File: config.mk
export PLATFORM = sky130hd
export DESIGN_NAME = reset_sequencer
export DESIGN_NICKNAME = d
export VERILOG_FILES = /design/src/rtl/reset_seq_pkg.sv /design/src/rtl/sync_ff.sv /design/src/rtl/reset_sequencer.sv
export SDC_FILE = /design/constraint.sdc
export NUM_CORES = 1
export LEC_CHECK = 0
export CORE_MARGIN = 4
export CORE_UTILIZATION = 56
export DETAILED_ROUTE_END_ITERATION = 8
export PLACE_DENSITY = 0.79
export SYNTH_ARGS = -nofsm -noshare
export SYNTH_HDL_FRONTEND = slang
export SYNTH_HIERARCHICAL = 1
export SYNTH_SLANG_ARGS = --single-unit
export TNS_END_PERCENT = 20
File: constraint.sdc
create_clock -name clk -period 2.23 [get_ports clk]
set_input_delay 0.3345 -clock clk [delete_from_list [all_inputs] [get_ports clk]]
set_output_delay 0.3345 -clock clk [all_outputs]
set_load 0.05 [all_outputs]
File: src/rtl/reset_seq_pkg.sv
// Shared types and constants for the board-level reset sequencer.
//   rst_state_t : sequencer FSM states
//   LOSS_MAX    : saturation value of the lock-loss counter
package reset_seq_pkg;

    typedef enum logic [2:0] {
        WAIT_LOCK = 3'd0,
        STABILIZE = 3'd1,
        RELEASE   = 3'd2,
        RUN       = 3'd3,
        SOFT_HOLD = 3'd4
    } rst_state_t;

    localparam logic [7:0] LOSS_MAX = 8'd255;

endpackage

File: src/rtl/sync_ff.sv
// Multi-stage synchroniser for a single asynchronous level.
//   clk   : destination clock
//   rst_n : asynchronous active-low reset, clears every stage to 0
//   d     : asynchronous input
//   q     : synchronised output, STAGES clk edges of latency
module sync_ff #(
    parameter int unsigned STAGES = 2
) (
    input  logic clk,
    input  logic rst_n,
    input  logic d,
    output logic q
);

    logic [STAGES-1:0] sr;

    always_ff @(posedge clk or negedge rst_n) begin
        if (!rst_n) begin
            sr <= '0;
        end else begin
            sr <= {sr[STAGES-2:0], d};
        end
    end

    assign q = sr[STAGES-1];

endmodule

File: src/rtl/reset_sequencer.sv
// Board-level reset controller: synchronises the PLL lock flag, waits for a
// stable lock, then releases NUM_DOMAINS active-low resets one after another.
// Re-sequences on lock loss or a soft-reset request; counts lock losses.
//   clk          : user clock
//   rst_n        : asynchronous active-low reset
//   pll_locked   : asynchronous PLL lock flag
//   soft_rst_req : asynchronous soft-reset request level
//   clear_status : synchronous pulse clearing loss_count
//   domain_rst_n : staged active-low domain resets, bit 0 released first
//   sys_ready    : high only while all domains run
//   loss_count   : saturating count of lock-loss events
module reset_sequencer
    import reset_seq_pkg::*;
#(
    parameter int unsigned CLOCK_FREQ         = 100_000_000,
    parameter int unsigned NUM_DOMAINS        = 3,
    parameter int unsigned LOCK_STABLE_CYCLES = 1024,
    parameter int unsigned STAGE_DELAY_CYCLES = 256,
    parameter int unsigned SOFT_RST_CYCLES    = 16,
    parameter int unsigned SYNC_STAGES        = 2
) (
    input  logic                   clk,
    input  logic                   rst_n,
    input  logic                   pll_locked,
    input  logic                   soft_rst_req,
    input  logic                   clear_status,
    output logic [NUM_DOMAINS-1:0] domain_rst_n,
    output logic                   sys_ready,
    output logic [7:0]             loss_count
);

    localparam int unsigned MAX_LS = (LOCK_STABLE_CYCLES > STAGE_DELAY_CYCLES)
                                   ? LOCK_STABLE_CYCLES : STAGE_DELAY_CYCLES;
    localparam int unsigned MAX_CNT = (MAX_LS > SOFT_RST_CYCLES) ? MAX_LS : SOFT_RST_CYCLES;
    localparam int unsigned CW = $clog2(MAX_CNT + 1);
    localparam int unsigned SW = $clog2(NUM_DOMAINS + 1);

    localparam logic [CW-1:0] LOCK_LAST  = CW'(LOCK_STABLE_CYCLES - 1);
    localparam logic [CW-1:0] STAGE_LAST = CW'(STAGE_DELAY_CYCLES - 1);
    localparam logic [CW-1:0] SOFT_LAST  = CW'(SOFT_RST_CYCLES - 1);
    localparam logic [SW-1:0] DOM_LAST   = SW'(NUM_DOMAINS - 1);

    if (CLOCK_FREQ < 1) begin : g_bad_freq
        $error("reset_sequencer: CLOCK_FREQ must be non-zero");
    end
    if (NUM_DOMAINS < 1 || NUM_DOMAINS > 8) begin : g_bad_domains
        $error("reset_sequencer: NUM_DOMAINS must be 1..8");
    end
    if (LOCK_STABLE_CYCLES < 1 || STAGE_DELAY_CYCLES < 1 || SOFT_RST_CYCLES < 1) begin : g_bad_cycles
        $error("reset_sequencer: cycle counts must be >= 1");
    end
    if (SYNC_STAGES < 2) begin : g_bad_sync
        $error("reset_sequencer: SYNC_STAGES must be >= 2");
    end

    logic locked_s, soft_s, soft_prev, soft_rise;

    sync_ff #(.STAGES(SYNC_STAGES)) u_sync_lock (
        .clk   (clk),
        .rst_n (rst_n),
        .d     (pll_locked),
        .q     (locked_s)
    );

    sync_ff #(.STAGES(SYNC_STAGES)) u_sync_soft (
        .clk   (clk),
        .rst_n (rst_n),
        .d     (soft_rst_req),
        .q     (soft_s)
    );

    assign soft_rise = soft_s & ~soft_prev;

    rst_state_t             state, state_n;
    logic [CW-1:0]          cnt, cnt_n;
    logic [SW-1:0]          stage, stage_n;
    logic                   loss_evt;
    logic [NUM_DOMAINS-1:0] dom_n;

    always_ff @(posedge clk or negedge rst_n) begin
        if (!rst_n) begin
            state        <= WAIT_LOCK;
            cnt          <= '0;
            stage        <= '0;
            soft_prev    <= 1'b0;
            domain_rst_n <= '0;
            sys_ready    <= 1'b0;
            loss_count   <= '0;
        end else begin
            state        <= state_n;
            cnt          <= cnt_n;
            stage        <= stage_n;
            soft_prev    <= soft_s;
            domain_rst_n <= dom_n;
            sys_ready    <= (state_n == RUN);
            if (clear_status) begin
                loss_count <= '0;
            end else if (loss_evt && loss_count != LOSS_MAX) begin
                loss_count <= loss_count + 8'd1;
            end
        end
    end

    // Lock loss is tested before soft_rise in every state so it always wins.
    always_comb begin
        state_n  = state;
        cnt_n    = cnt;
        stage_n  = stage;
        loss_evt = 1'b0;
        case (state)
            WAIT_LOCK: begin
                cnt_n   = '0;
                stage_n = '0;
                if (locked_s) state_n = STABILIZE;
            end
            STABILIZE: begin
                if (!locked_s) begin
                    state_n = WAIT_LOCK;
                    cnt_n   = '0;
                end else if (cnt == LOCK_LAST) begin
                    state_n = RELEASE;
                    cnt_n   = '0;
                    stage_n = '0;
                end else begin
                    cnt_n = cnt + 1'b1;
                end
            end
            RELEASE: begin
                if (!locked_s) begin
                    state_n  = WAIT_LOCK;
                    cnt_n    = '0;
                    stage_n  = '0;
                    loss_evt = 1'b1;
                end else if (soft_rise) begin
                    state_n = SOFT_HOLD;
                    cnt_n   = '0;
                    stage_n = '0;
                end else if (cnt == STAGE_LAST) begin
                    cnt_n = '0;
                    if (stage == DOM_LAST) state_n = RUN;
                    else                   stage_n = stage + 1'b1;
                end else begin
                    cnt_n = cnt + 1'b1;
                end
            end
            RUN: begin
                if (!locked_s) begin
                    state_n  = WAIT_LOCK;
                    cnt_n    = '0;
                    stage_n  = '0;
                    loss_evt = 1'b1;
                end else if (soft_rise) begin
                    state_n = SOFT_HOLD;
                    cnt_n   = '0;
                    stage_n = '0;
                end
            end
            SOFT_HOLD: begin
                if (!locked_s) begin
                    state_n  = WAIT_LOCK;
                    cnt_n    = '0;
                    stage_n  = '0;
                    loss_evt = 1'b1;
                end else if (cnt == SOFT_LAST) begin
                    state_n = RELEASE;
                    cnt_n   = '0;
                    stage_n = '0;
                end else begin
                    cnt_n = cnt + 1'b1;
                end
            end
            default: begin
                state_n = WAIT_LOCK;
                cnt_n   = '0;
                stage_n = '0;
            end
        endcase
    end

    // Outputs are registered from the next-state view so they change on the
    // same edge as the state transition.
    always_comb begin
        dom_n = '0;
        for (int unsigned k = 0; k < NUM_DOMAINS; k++) begin
            dom_n[k] = (state_n == RUN) || ((state_n == RELEASE) && (SW'(k) <= stage_n));
        end
    end

endmodule

## Word level (Yosys, flattened, before mapping)

Cells that the tools add are included.

- Input port bits: 5
- Output and inout port bits: 12
- Register bits after elaboration: 33
- Word-level logic and storage cells: 76

- Reductions and logical operators: 10
- Add/sub/neg operators: 3
- Multiplexer cells: 37
- Bitwise gates (word level): 2
- Equal/unequal tests: 12
- $lt $le $gt $ge: 3

Operators by type and width:

| kind | count |
|---|---|
| $mux W11 | 9 |
| $pmux W11 S4 | 1 |
| $mux W3 | 11 |
| $mux W2 | 10 |
| $mux W8 | 2 |
| $pmux W3 S5 | 1 |
| $eq A3 B2 Y1 const B | 4 |
| $add A11 B1 Y11 const B | 1 |
| $eq A11 B10 Y1 const B | 1 |
| $eq A11 B4 Y1 const B | 1 |
| $eq A11 B8 Y1 const B | 1 |
| $add A8 B1 Y8 const B | 1 |
| $ne A8 B8 Y1 const B | 1 |
| $pmux W2 S4 | 1 |
| $le A1 B2 Y1 const A | 2 |
| $logic_and A1 B1 Y1 | 4 |
| $eq A3 B1 Y1 const B | 1 |
| $eq A3 B3 Y1 const B | 1 |
| $logic_not A3 Y1 | 1 |
| $logic_or A1 B1 Y1 | 3 |
| $ne A3 B3 Y1 const B | 1 |
| $reduce_or A3 Y1 | 1 |
| $add A2 B1 Y2 const B | 1 |
| $eq A2 B2 Y1 const B | 1 |
| 5 further kinds | 6 |

## Longest topological paths before layout

- Word-level depth: 9
- Mapped depth: 7
- Gate-level depth less buffers: 6

## Modules after synthesis

The synthesis kept the hierarchy.

By module, submodules not included:

| module | sequential area each (um2) | area an instance (um2) | instances | cells each |
|---|---|---|---|---|
| reset_sequencer | 725.7 | 1579.0 | 1 | 155 |
| sync_ff | 50.0 | 50.0 | 2 | 2 |

## Worst setup path after synthesis

Ideal clock, no wire load.

- Path kind: reg-to-reg
- Start point: reg loss_count[0]
- End point: reg loss_count[4]
- Path slack: 0.277 ns
- Stages on the path, launching flop included: 7
- Data arrival time: 1.881 ns
- Required time: 2.158 ns
- Path buffers: 0
- Period minus slack after synthesis: 1.953 ns
- Setup time: 0.072 ns
- Cell sequence: dfrtp_1 -> ha_1 -> and3_1 -> a221oi_4 -> nand4_1 -> xor2_1 -> nor2_1

- Longest elaborated chain between the ends: 3
- Elaborated cells between the ends (all ways): 6
- Those cells by class: add/sub: 1; eq/ne: 1; mux: 2; reduce/logical: 2

RTL lines:

| what | line | RTL |
|---|---|---|
| start, declared | reset_sequencer.sv:29 | `output logic [7:0] loss_count` |
| start signal, assigned | reset_sequencer.sv:99 | `loss_count <= loss_count + 8'd1;` |
| $add A8 B1 Y8 / $ne A8 B8 Y1 (equally long branches) | reset_sequencer.sv:99, reset_sequencer.sv:98 |  |
| $mux W8 / $logic_and A1 B1 Y1 (equally long branches) | reset_sequencer.sv:98 | `end else if (loss_evt && loss_count != LOSS_MAX) begin` |
| $mux W8 / $reduce_bool A2 Y1 (equally long branches) | -- |  |

Parallel ways exist; a longest one is shown, timed or not. The select of a mux whose other input is x is not followed.
A chain may end at the register's enable or synchronous reset.

## Worst setup path after layout

- Start point: reg cnt[0]
- End point: reg domain_rst_n[1]

- Longest elaborated chain between the ends: 8
- Elaborated cells between the ends (all ways): 24
- Those cells by class: order compare: 1; eq/ne: 5; mux: 16; reduce/logical: 2

RTL lines:

| what | line | RTL |
|---|---|---|
| start, declared | reset_sequencer.sv:75 | `logic [CW-1:0] cnt, cnt_n;` |
| start signal, assigned | reset_sequencer.sv:91 | `cnt <= cnt_n;` |
| $eq A11 B8 Y1 | reset_sequencer.sv:138 | `end else if (cnt == STAGE_LAST) begin` |
| $mux W2 / $mux W3 (equally long branches) | reset_sequencer.sv:138 |  |
| $mux W2 / $mux W3 (equally long branches) | reset_sequencer.sv:134 | `end else if (soft_rise) begin` |
| $mux W2 / $mux W3 (equally long branches) | reset_sequencer.sv:129 | `if (!locked_s) begin` |
| $pmux W2 S4 / $pmux W3 S5 (equally long branches) | reset_sequencer.sv:110 | `case (state)` |
| $le A1 B2 Y1 / $eq A3 B2 Y1 (equally long branches) | reset_sequencer.sv:185 | `dom_n[k] = (state_n == RUN) \|\| ((state_n == RELEASE) && (SW'(k) <= stage_n));` |
| $logic_and A1 B1 Y1 | reset_sequencer.sv:185 |  |
| $logic_or A1 B1 Y1 * | reset_sequencer.sv:185 |  |
| via dom_n[1] | reset_sequencer.sv:78 | `logic [NUM_DOMAINS-1:0] dom_n;` |
| end signal, assigned | reset_sequencer.sv:94 | `domain_rst_n <= dom_n;` |
| end, declared | reset_sequencer.sv:27 | `output logic [NUM_DOMAINS-1:0] domain_rst_n,` |

Mark *: on every way through the listed nets, which the timed path passes. The rest lies on a longest branch.

==> key figures <==
STA
  – Final Hold Fails: 0
  – Setup-failing EPs final: 0
  – Final setup margin: 188 ps
  – Worst-margin pin slew: 613 ps
  – Post-layout min period: 2040 ps
  – Final TNS setup: 0 ps
  – Slew margin rel.: 0.592
  – RSZ-0062 raised after global routing: false
  – Setup Skew: 3.29 ps
  – Min Hold Slack: 360 ps
  – Max Slew Vio Count: 0
  – Crit share post-route: 0.916
  – Fmax: 490 MHz

Routing
  – DRT Pass-1 Iters: 4
  – Vias: 1281
  – Final Routed Wirelength: 3150 µm
  – DR vias/cell: 5.99
  – Wire per inst: 14.7 µm
  – Post-route DRC: 0
  – Antenna Nets Post-Route: 0
  – DR iter-0 viols: 59

Final layout
  – Commonest non-fill, non-tap cell in the layout: dfrtp_1
  – Area grow syn2layout: 16.2%
  – Register area: 826 µm²
  – Share of cells above drive strength 1: 0.126
  – NumNets Final: 191
  – Most frequent cells in the layout: dfrtp_1 (33), clkdlybuf4s50_1 (16), nand2_1 (14)
  – Ant diodes: 0
  – Fillers: 211
  – Area of the multi-input gates: 812 µm²
  – Fin cells: 214
  – Core Util, Final: 0.696

Critical path
  – Crit end category: register
  – Setup crit start kind: register
  – Worst r2r path cells: 6
  – Max stage delay cell, worst path: nor4_2
  – Crit path kind: register to register
  – Worst path bufs/invs: 0
  – Crit path required time: 2420 ps
  – CP delay by family, top: simple AND/OR/NAND/NOR gates
  – CP max stage delay: 420 ps
  – Critical path depth: 6
  – WP data arrival: 2240 ps
  – Crit Path Max Fanout: 10
  – CP cell instances: ha_1, nand3_2, nor4_2, nor2b_1, a221oi_2, a31oi_1

Logic synthesis
  – Synth Flop Type: dfrtp_1
  – #FFs+latches synth: 33
  – Synth area leader: dfrtp_1
  – Syn Area/Cell: 10.6 µm²
  – Syn Nets: 168
  – Post-synthesis instance total: 159
  – Number of flops mapped to enable cells by yosys: 0
  – Post-synth ARST share: 1.00
  – Cell Area, Synth: 0.00168 mm²
  – Seq/Total Area, Yosys: 0.492
  – Synth area leaders: dfrtp_1 (49%), nand2_1 (3.1%), xor2_1 (3.1%)
  – Share of the synthesized area in the top cell type: 0.492
  – Synth cell types: 45
  – Ys Warns: 6

Die
  – Starting Density: 0.599
  – FP Rows: 19
  – DIE WIDTH: 62.8 µm
  – DIE AREA: 0.00394 mm²
  – Core Region: 0.00281 mm²
  – I/O Pins: 17
  – Die Span Y: 62.8 µm

Global routing
  – All-layer global routing usage: 0.178
  – Vias in the first global route: 1297
  – First-pass GRT wire length: 5590 µm
  – Initial antenna violation count: 0
  – Total congestion overflow: 0
  – Largest net degree at the start of global routing: 34

Worst hold path
  – Worst Hold Class: register to register
  – Min-Delay Path Depth: 0

Outcome
  – Status: completed

Job
  – Max Cap Viol: 0

Clock tree
  – CTS resizes: 0
  – Clock root cell: clkbuf_4
  – Clock Sinks: 33
  – CTS clock-pin slew for the worst setup and hold paths: 90 ps
  – CTS buffer count: 5
  – Postcts setup bufs: 0
  – CTS max path bufs: 2
  – Worst skew pair latency: 320 ps
  – Hold Buf Count CTS: 0
  – CTS tree: yes
  – H-tree depth: 2

Power and ir drop
  – PD cells: 576 mW/mm²
  – Static leakage: 0.869 nW
  – Worst ir drop on vdd: 0.545 mV

Placed design
  – Port Buf Inserts: 16
  – Pre-CTS setup slack: 214 ps
  – Placed cells: 206
  – RePlAce Congestion: 0.856
  – DP HPWL: 2330 µm
[cells in the mapped netlist, types with 5 or more instances]
| master | number |
|---|---|
| nand2b_1 | 5 |
| xor2_1 | 6 |
| a31oi_1 | 8 |
| a21oi_1 | 7 |
| nor2_1 | 11 |
| inv_1 | 6 |
| dfrtp_1 | 33 |
| nand2_1 | 14 |
| and3_1 | 8 |
| nand4_1 | 5 |
| nand3_1 | 5 |
[routing by layer]
layer | up-vias | routed length, µm | GRT usage
met5 | - | 0 | 0
met4 | 0 | 14 | 0.0716
met3 | 2 | 129 | 0.0468
met2 | 31 | 1530 | 0.281
met1 | 612 | 1470 | 0.232
li1 | 636 | - | -
[final cells by class]
type                       count  area share
timing repair buffer          19      0.0936
clock inverter                 1     0.00256
tap                           31      0.0199
sequential                    33       0.423
clock buffer                   7      0.0333
inverter                       6      0.0115
multi-input combinational    117       0.416
[per-stage QoR]
step	total power [mW]	cell area [µm²]
global placement	0.760	1880
detailed placement	0.767	1880
CTS	1.14	1950
global route	1.19	1950
floorplan	0.730	1680
finish	1.12	1950
[where the power goes]
part / internal [mW] / switching [mW] / total, mW
sequential: 0.626 / 0.0312 / 0.658
clock: 0.183 / 0.189 / 0.371
combinational: 0.0399 / 0.0547 / 0.0945
[kinds of logic after synthesis]
family / Yosys count / synth area share
simple gates: 67 / 0.240
compound gates: 37 / 0.165
flops: 33 / 0.492
buf+inv: 9 / 0.0246
xor+xnor: 7 / 0.0365
fa+ha+maj: 4 / 0.0298
mux: 2 / 0.0119
[flip-flops by register name, indices dropped and copies added (netlist names), 2 cells and up]
name / flops
cnt: 11
loss_count: 8
domain_rst_n: 3
state: 3
stage: 2
u_sync_lock/sr: 2
u_sync_soft/sr: 2
[final timing paths]
kind,start,end,slack [ps]
max,cnt[0],domain_rst_n[1],190
min,u_sync_soft/sr[0],u_sync_soft/sr[1],360
max reg2reg,cnt[0],domain_rst_n[1],190
min reg2reg,u_sync_soft/sr[0],u_sync_soft/sr[1],360
max in group asynchronous,rst_n,cnt[2],1550
min in group asynchronous,rst_n,domain_rst_n[2],390
[worst register-to-register path: cells and delay by family, from the launching register on]
family,cells,cell delay [ps]
compound gates,2,490
fa+ha+maj,1,220
flops,1,390
simple gates,3,820
No activity file was read; power rests on OpenSTA's default activity.
